===== src/rtl/qs_srt_pkg.sv =====
// qs_srt_pkg: shared types and the combinational instruction decoder for the sort-engine microsequencer
package qs_srt_pkg;

    typedef logic [15:0] inst_t;
    typedef logic [7:0]  pc_t;
    typedef logic [2:0]  reg_t;

    typedef enum logic [1:0] {CC_AL, CC_EQ, CC_NE, CC_LT} cc_t;

    typedef enum logic [3:0] {
        OP_NOP   = 4'h0,
        OP_JCC   = 4'h1,
        OP_PP    = 4'h2,
        OP_MEM   = 4'h4,
        OP_MOV   = 4'h6,
        OP_ARITH = 4'h7,
        OP_CRET  = 4'hC,
        OP_CNTRL = 4'hF
    } opcode_t;

    localparam reg_t BLINK = 3'd7;

    typedef struct packed {
        logic       invalid_inst;
        logic       is_jump;
        cc_t        cc;
        pc_t        target;
        logic       is_pop;
        logic       is_push;
        logic       is_load;
        logic       is_store;
        logic       is_call;
        logic       is_ret;
        logic       is_await;
        logic       is_done;
        logic       dst_en;
        reg_t       dst;
        logic       dst_is_blink;
        logic       src0_en;
        reg_t       src0;
        logic       src0_is_zero;
        logic       src1_en;
        reg_t       src1;
        logic       inv_src1;
        logic       has_imm;
        logic [2:0] imm;
        logic       has_special;
        logic [2:0] special;
        logic       flag_en;
        logic       cin;
    } ucode_t;

    // Expand one fetch word into horizontal microcode; unknown opcodes only raise invalid_inst
    function automatic ucode_t decode(inst_t inst);
        ucode_t u;
        u = '0;
        case (inst[15:12])
            OP_NOP: ;
            OP_JCC: begin
                u.is_jump = 1'b1;
                u.cc      = cc_t'(inst[9:8]);
                u.target  = inst[7:0];
            end
            OP_PP: begin
                u.is_pop  = inst[11];
                u.is_push = !inst[11];
                u.dst_en  = inst[11];
                u.dst     = inst[11] ? inst[10:8] : '0;
                u.src1_en = !inst[11];
                u.src1    = inst[11] ? '0 : inst[2:0];
            end
            OP_MEM: begin
                u.is_store = inst[11];
                u.is_load  = !inst[11];
                u.src0_en  = inst[11];
                u.src0     = inst[11] ? inst[6:4] : '0;
                u.dst_en   = !inst[11];
                u.dst      = inst[11] ? '0 : inst[10:8];
                u.src1_en  = 1'b1;
                u.src1     = inst[2:0];
            end
            OP_MOV: begin
                u.dst_en       = 1'b1;
                u.dst          = inst[10:8];
                u.src0_is_zero = 1'b1;
                u.has_special  = inst[11];
                u.special      = inst[11] ? inst[2:0] : '0;
                u.has_imm      = !inst[11] && inst[3];
                u.imm          = (!inst[11] && inst[3]) ? inst[2:0] : '0;
                u.src1_en      = !inst[11] && !inst[3];
                u.src1         = (!inst[11] && !inst[3]) ? inst[2:0] : '0;
            end
            OP_ARITH: begin
                u.dst_en   = inst[7];
                u.dst      = inst[10:8];
                u.src0_en  = 1'b1;
                u.src0     = inst[6:4];
                u.flag_en  = 1'b1;
                u.has_imm  = inst[3];
                u.imm      = inst[3] ? inst[2:0] : '0;
                u.src1_en  = !inst[3];
                u.src1     = inst[3] ? '0 : inst[2:0];
                u.inv_src1 = inst[11];
                u.cin      = inst[11];
            end
            OP_CRET: begin
                u.is_ret       = inst[11];
                u.is_call      = !inst[11];
                u.target       = inst[11] ? '0 : inst[7:0];
                u.dst_en       = !inst[11];
                u.dst          = inst[11] ? '0 : BLINK;
                u.dst_is_blink = !inst[11];
            end
            OP_CNTRL: begin
                u.is_done  = inst[11];
                u.is_await = !inst[11];
            end
            default: u.invalid_inst = 1'b1;
        endcase
        return u;
    endfunction

endpackage


===== src/rtl/qs_srt_decode.sv =====
// qs_srt_decode: registered decode stage, valid/ready both sides, kill flush; optional pop interlock via QS_SRT_DECODE_POP_INTERLOCK_EN
module qs_srt_decode
    import qs_srt_pkg::*;
(
    input  logic        clk,
    input  logic        rst,
    input  logic        in_vld,
    input  logic [15:0] in_inst,
    input  logic [7:0]  in_pc,
    output logic        in_rdy,
    output logic        out_vld,
    output ucode_t      out_ucode,
    output logic [7:0]  out_pc,
    input  logic        out_rdy,
    input  logic        kill
);

    ucode_t dec;
    ucode_t ucode_q, ucode_d;
    pc_t    pc_q, pc_d;
    logic   vld_q, vld_d;
    logic   load, hazard, take;

    assign dec       = decode(in_inst);
    assign load      = !vld_q || out_rdy;
    assign in_rdy    = load && !hazard;
    assign take      = in_vld && in_rdy && !kill;
    assign out_vld   = vld_q;
    assign out_ucode = ucode_q;
    assign out_pc    = pc_q;

    // Output register: capture on transfer, drop valid on an empty load or on kill, otherwise hold
    always_comb begin
        vld_d   = kill ? 1'b0 : (load ? take : vld_q);
        ucode_d = take ? dec : ucode_q;
        pc_d    = take ? in_pc : pc_q;
    end

    // Output register state
    always_ff @(posedge clk) begin
        if (rst) begin
            vld_q   <= 1'b0;
            ucode_q <= '0;
            pc_q    <= '0;
        end else begin
            vld_q   <= vld_d;
            ucode_q <= ucode_d;
            pc_q    <= pc_d;
        end
    end

`ifdef QS_SRT_DECODE_POP_INTERLOCK_EN
    logic pend_q, pend_d;
    reg_t pend_reg_q, pend_reg_d;

    assign hazard = pend_q && in_vld && load &&
                    ((dec.src0_en && dec.src0 == pend_reg_q) || (dec.src1_en && dec.src1 == pend_reg_q));

    // Remember a pop sitting in the output register; any other load, including a bubble, forgets it
    always_comb begin
        pend_d     = kill ? 1'b0 : (load ? (take && dec.is_pop) : pend_q);
        pend_reg_d = kill ? '0 : (load ? ((take && dec.is_pop) ? dec.dst : '0) : pend_reg_q);
    end

    // Interlock state
    always_ff @(posedge clk) begin
        if (rst) begin
            pend_q     <= 1'b0;
            pend_reg_q <= '0;
        end else begin
            pend_q     <= pend_d;
            pend_reg_q <= pend_reg_d;
        end
    end
`else
    assign hazard = 1'b0;
`endif

endmodule

===== config.mk =====
export PLATFORM = sky130hd
export DESIGN_NAME = qs_srt_decode
export DESIGN_NICKNAME = d
export VERILOG_FILES = /design/src/rtl/qs_srt_pkg.sv /design/src/rtl/qs_srt_decode.sv
export SDC_FILE = /design/constraint.sdc
export NUM_CORES = 1
export LEC_CHECK = 0
export CAP_MARGIN = 10
export CORE_UTILIZATION = 35
export DETAILED_ROUTE_END_ITERATION = 10
export GPL_TIMING_DRIVEN = 0
export MAX_ROUTING_LAYER = met4
export PLACE_DENSITY = 0.66
export RECOVER_POWER = 25
export SLEW_MARGIN = 20
export SYNTH_ARGS = -nofsm -noshare
export SYNTH_HDL_FRONTEND = slang
export SYNTH_SLANG_ARGS = --single-unit

===== constraint.sdc =====
create_clock -name clk -period 2 [get_ports clk]
set_input_delay 0.6 -clock clk [delete_from_list [all_inputs] [get_ports clk]]
set_output_delay 0.6 -clock clk [all_outputs]
set_load 0.02 [all_outputs]

# After elaboration in Yosys (flattened, before gate mapping)
# Cells that the tools add are included.
# W data, S select, Z words.
# word_totals
ff_bits	54
inputBits	29
out_inout_bits	55
elab_cells	75
# op_classes
n_eq_ne	7
mux	27
n_reduce_logical	12
# ops
op	count
$mux W3	11
$pmux W4 S5	1
$pmux W4 S2	2
$pmux W4 S4	1
$pmux W8 S2	1
$eq A4 B3 Y1 const B	3
$mux W2	5
$eq A4 B4 Y1 const B	2
$mux W8	1
$reduce_or A8 Y1	1
$eq A4 B1 Y1 const B	1
$eq A4 B2 Y1 const B	1
$logic_and A1 B1 Y1	4
$logic_not A1 Y1	4
$logic_not A4 Y1	1
$mux W1	4
$mux W4	1
$reduce_or A2 Y1	1
$logic_or A1 B1 Y1	1

# Logic depth before layout (Yosys ltp)
# Gate-level depths: netlist of run 1.
# logic_depth
depth_word	4
ltp_mapped	7

# Worst setup path before layout of run 1
# No wires, ideal clock.
# synth_path
path_kind	input to register
startpoint	input port kill
endpoint	register ucode_q (netlist bit out_ucode[15])
setup_time_ns	0.070
arrival_time_ns	1.558
slack_ns	0.372
stages	5
path_buffers	1
path_cell_list	nand2b_4 -> nand2b_4 -> buf_6 -> or4_1 -> a21oi_1
# synth_via
elab_chain_cells	2
# synth_rtl
item	line_no	text
start, declared	qs_srt_decode.sv:15	input logic kill
$logic_not A1 Y1	qs_srt_decode.sv:27	assign take = in_vld && in_rdy && !kill;
$logic_and A1 B1 Y1	qs_srt_decode.sv:27	
end signal, assigned	qs_srt_decode.sv:47	ucode_q <= ucode_d;
end, declared	qs_srt_decode.sv:19	ucode_t ucode_q, ucode_d;
# Every way passes these cells.
# A chain may end at the register's enable or synchronous reset.

==> results.md, run 1 <==
- Clock Latency Late Sink: 300 ps
- Seq cells post-synth: 52
- Seq/Total Area, Yosys: 0.465
- Buffer depth of the longest clock path: 2
- Leakage: 1.25 nW
- Mapped Cells: 274
- DR vias: 2250
- Reg clk slew, reported paths: 100 ps
- Ys Warns: 0
- Vias per cell: 5.10
- CTS tree: built
- Clk_skew: 3.75 ps
- Worst hold path class: reg -> reg
- Critical Path Sink Type: flop
- Final HPWL DP: 4730 um
- Initial antenna violation count: 0
- PortBufs: 83
- Area growth syn-to-layout: 49.0%
- Final wirelength: 6390 um
- DR WL/cell: 14.5 um
- FF-to-FF End: out_ucode[9]
- Worst Path Max Fanout: 10
- Fin crit share: 0.966
- Antenna Diode Count: 0
- RSZ-0062 raised after global routing: yes
- Syn nets: 303
- Worst reg2reg path depth: 7
- Global placement routability congestion: 0.902
- Crit start category: input pin
- Predominant post-synthesis flop cell: dfxtp_1
- GR Overflow Total: 0
- Critical path origin: rst
- CTS Buf Count: 5
- Layout cells sized above 1: 0.112
- Nets: 394
- Final hold vios: 0
- Maxcap violations: 0
- Clock sinks: 52
- First-pass GRT wire length: 10200 um
- TritonRoute pass-1 iters: 4
- Initial Utilization: 0.371
- Slack of the worst reg-to-reg path: 570 ps
- Root Buffer: clkbuf_8
- Die Height: 82.0 um
- PD cells: 630 mW/mm^2
- Post-synth EDFFs: 0
- Largest net degree at the start of global routing: 18
- Final setup vio count: 0
- H-tree Lvls: 2
- Worst slew pin tran: 519 ps
- Die Width: 82.0 um
- Slew HR: 0.654
- Fmax: 518 MHz
- Synthesized area per cell: 8.16 um^2
- Core Area: 0.00603 mm^2
- Setup TNS: 0 ps
- WP data arrival: 2110 ps
- Required time worst endpoint: 2180 ps
- DRT iter0 DRCs: 111
- Crit path kind: in -> reg
- CP endpoint: out_ucode[24]
- Io pins: 84
- Synth cell types: 45
- Post-synthesis cell area: 0.00224 mm^2
- Final min period: 1930 ps
- DRT antenna net count: 0
- Outcome: finished clean
- Reg-to-reg startpoint: out_vld
- Die area: 0.00672 mm^2
- Vias in the first global route: 2125
- FFs w/ async S/R, synth: 0
- Tot GR Track Use: 0.207
- DRC: 0
- Peak VDD IR: 0.334 mV
- Row count: 28
- Total power draw: 2.10 mW
- Slew Limit Fails: 0
==> final cells by class <==
type,count,area [um^2]
clock inverters,3,47.5
fillers,592,2690
inverters,4,15.0
repair buffers,84,830
multi-input cells,195,1110
flip-flops and latches,52,1040
clock buffers,5,68.8
plain buffers,23,124
well taps,75,93.8
==> synthesized netlist by cell type, drive strengths merged (2+ instances only) <==
library cell	instances	area [um^2]
nor3	4	20.0
o41ai	2	25.0
a21oi	44	231
mux2i	2	20.0
o31ai	3	22.5
nand3b	7	52.6
inv	4	15.0
nand2b	4	40.0
or4b	3	30.0
nor2	11	43.8
nand2	60	225
nor2b	4	32.5
dfxtp	52	1040
and3	3	18.8
or3b	2	17.5
a22oi	3	22.5
nand4	2	12.5
and2	3	18.8
nand3	22	110
buf	12	70.1
o21ai	4	20.0
clkbuf	11	41.3
==> routing by layer <==
metal,vias to the layer above,share of wire,global-route usage
met5,-,0,-
met4,0,0.0063,0.0526
met3,5,0.066,0.0533
met2,68,0.47,0.328
met1,1051,0.46,0.260
li1,1126,-,-
==> worst max-delay path, stage by stage <==
cell and delay, ps:
clkdlybuf4s50_1 500, clkbuf_1 410, clkbuf_2 350, nand3b_1 170
o41ai_2 80
==> cells by family after synthesis <==
family                 after synthesis  synth area share
AND/OR/NAND/NOR                    132             0.305
AO/OA/AOI/OAI                       60             0.161
flip-flops                          52             0.465
XOR/XNOR                             1           0.00392
buffers and inverters               27            0.0565
multiplexers                         2           0.00895
==> layout by cell type (no fill, tap or decap), types with 4 or more instances in the layout <==
| master | instances |
|---|---|
| a21oi_1 | 43 |
| buf_2 | 5 |
| clkbuf_1 | 10 |
| clkbuf_2 | 4 |
| clkbuf_8 | 5 |
| clkdlybuf4s50_1 | 60 |
| dfxtp_1 | 52 |
| dlygate4sd3_1 | 16 |
| dlymetal6s2s_1 | 4 |
| nand2_1 | 60 |
| nand3_1 | 22 |
| nand3b_1 | 7 |
| nor2_1 | 9 |
==> registers in the layout, summed over array words and instances (netlist names) <==
register   flops
out_pc         8
out_ucode     43
out_vld        1
==> metrics by stage <==
stage	hold slack, ps	std cells	util	area [um^2]	worst slack, ps
2_1_floorplan	529	274	-	2240	372
3_3_place_gp	437	432	0.525	3160	-436
3_5_place_dp	444	432	0.525	3160	-446
4_1_cts	457	441	0.545	3290	8.53
5_1_grt	467	441	0.553	3330	-0.927
6_report	453	441	0.553	3330	68.0
==> power by group <==
group          total (mW)  switching [mW]  internal [mW]  leakage, nW
clock network       0.744           0.367          0.378       0.0583
registers            1.06         0.00802           1.05        0.420
logic               0.297           0.166          0.131        0.768
==> worst min-delay path by stage <==
stage,startpoint,endpoint,depth (start not counted),slack (ps)
after floorplan,out_ucode[15],out_ucode[15],2,530
after global placement,out_ucode[15],out_ucode[15],2,440
after detailed placement,out_ucode[3],out_ucode[3],2,440
after CTS,out_ucode[3],out_ucode[3],2,460
after global routing,out_ucode[42],out_ucode[42],2,470
final,out_ucode[42],out_ucode[42],2,450
==> what timing repair did <==
item	in CTS	in global routing
setup endpoints to repair	5	31
hold buffers	0	0
gates cloned	0	0
pin swaps	0	1
setup buffers	1	0
resized for setup	8	20
No activity file was read; power rests on OpenSTA's default activity.
==> run 2, diff against run 1 <==
--- a/config.mk
+++ b/config.mk
@@ -6,6 +6,7 @@
 export NUM_CORES = 1
 export LEC_CHECK = 0
 export CAP_MARGIN = 10
+export CORE_MARGIN = 1
 export CORE_UTILIZATION = 35
 export DETAILED_ROUTE_END_ITERATION = 10
 export GPL_TIMING_DRIVEN = 0
==> results of run 2 <==
The final DEF is identical to that of run 1; final timing and power are the same.
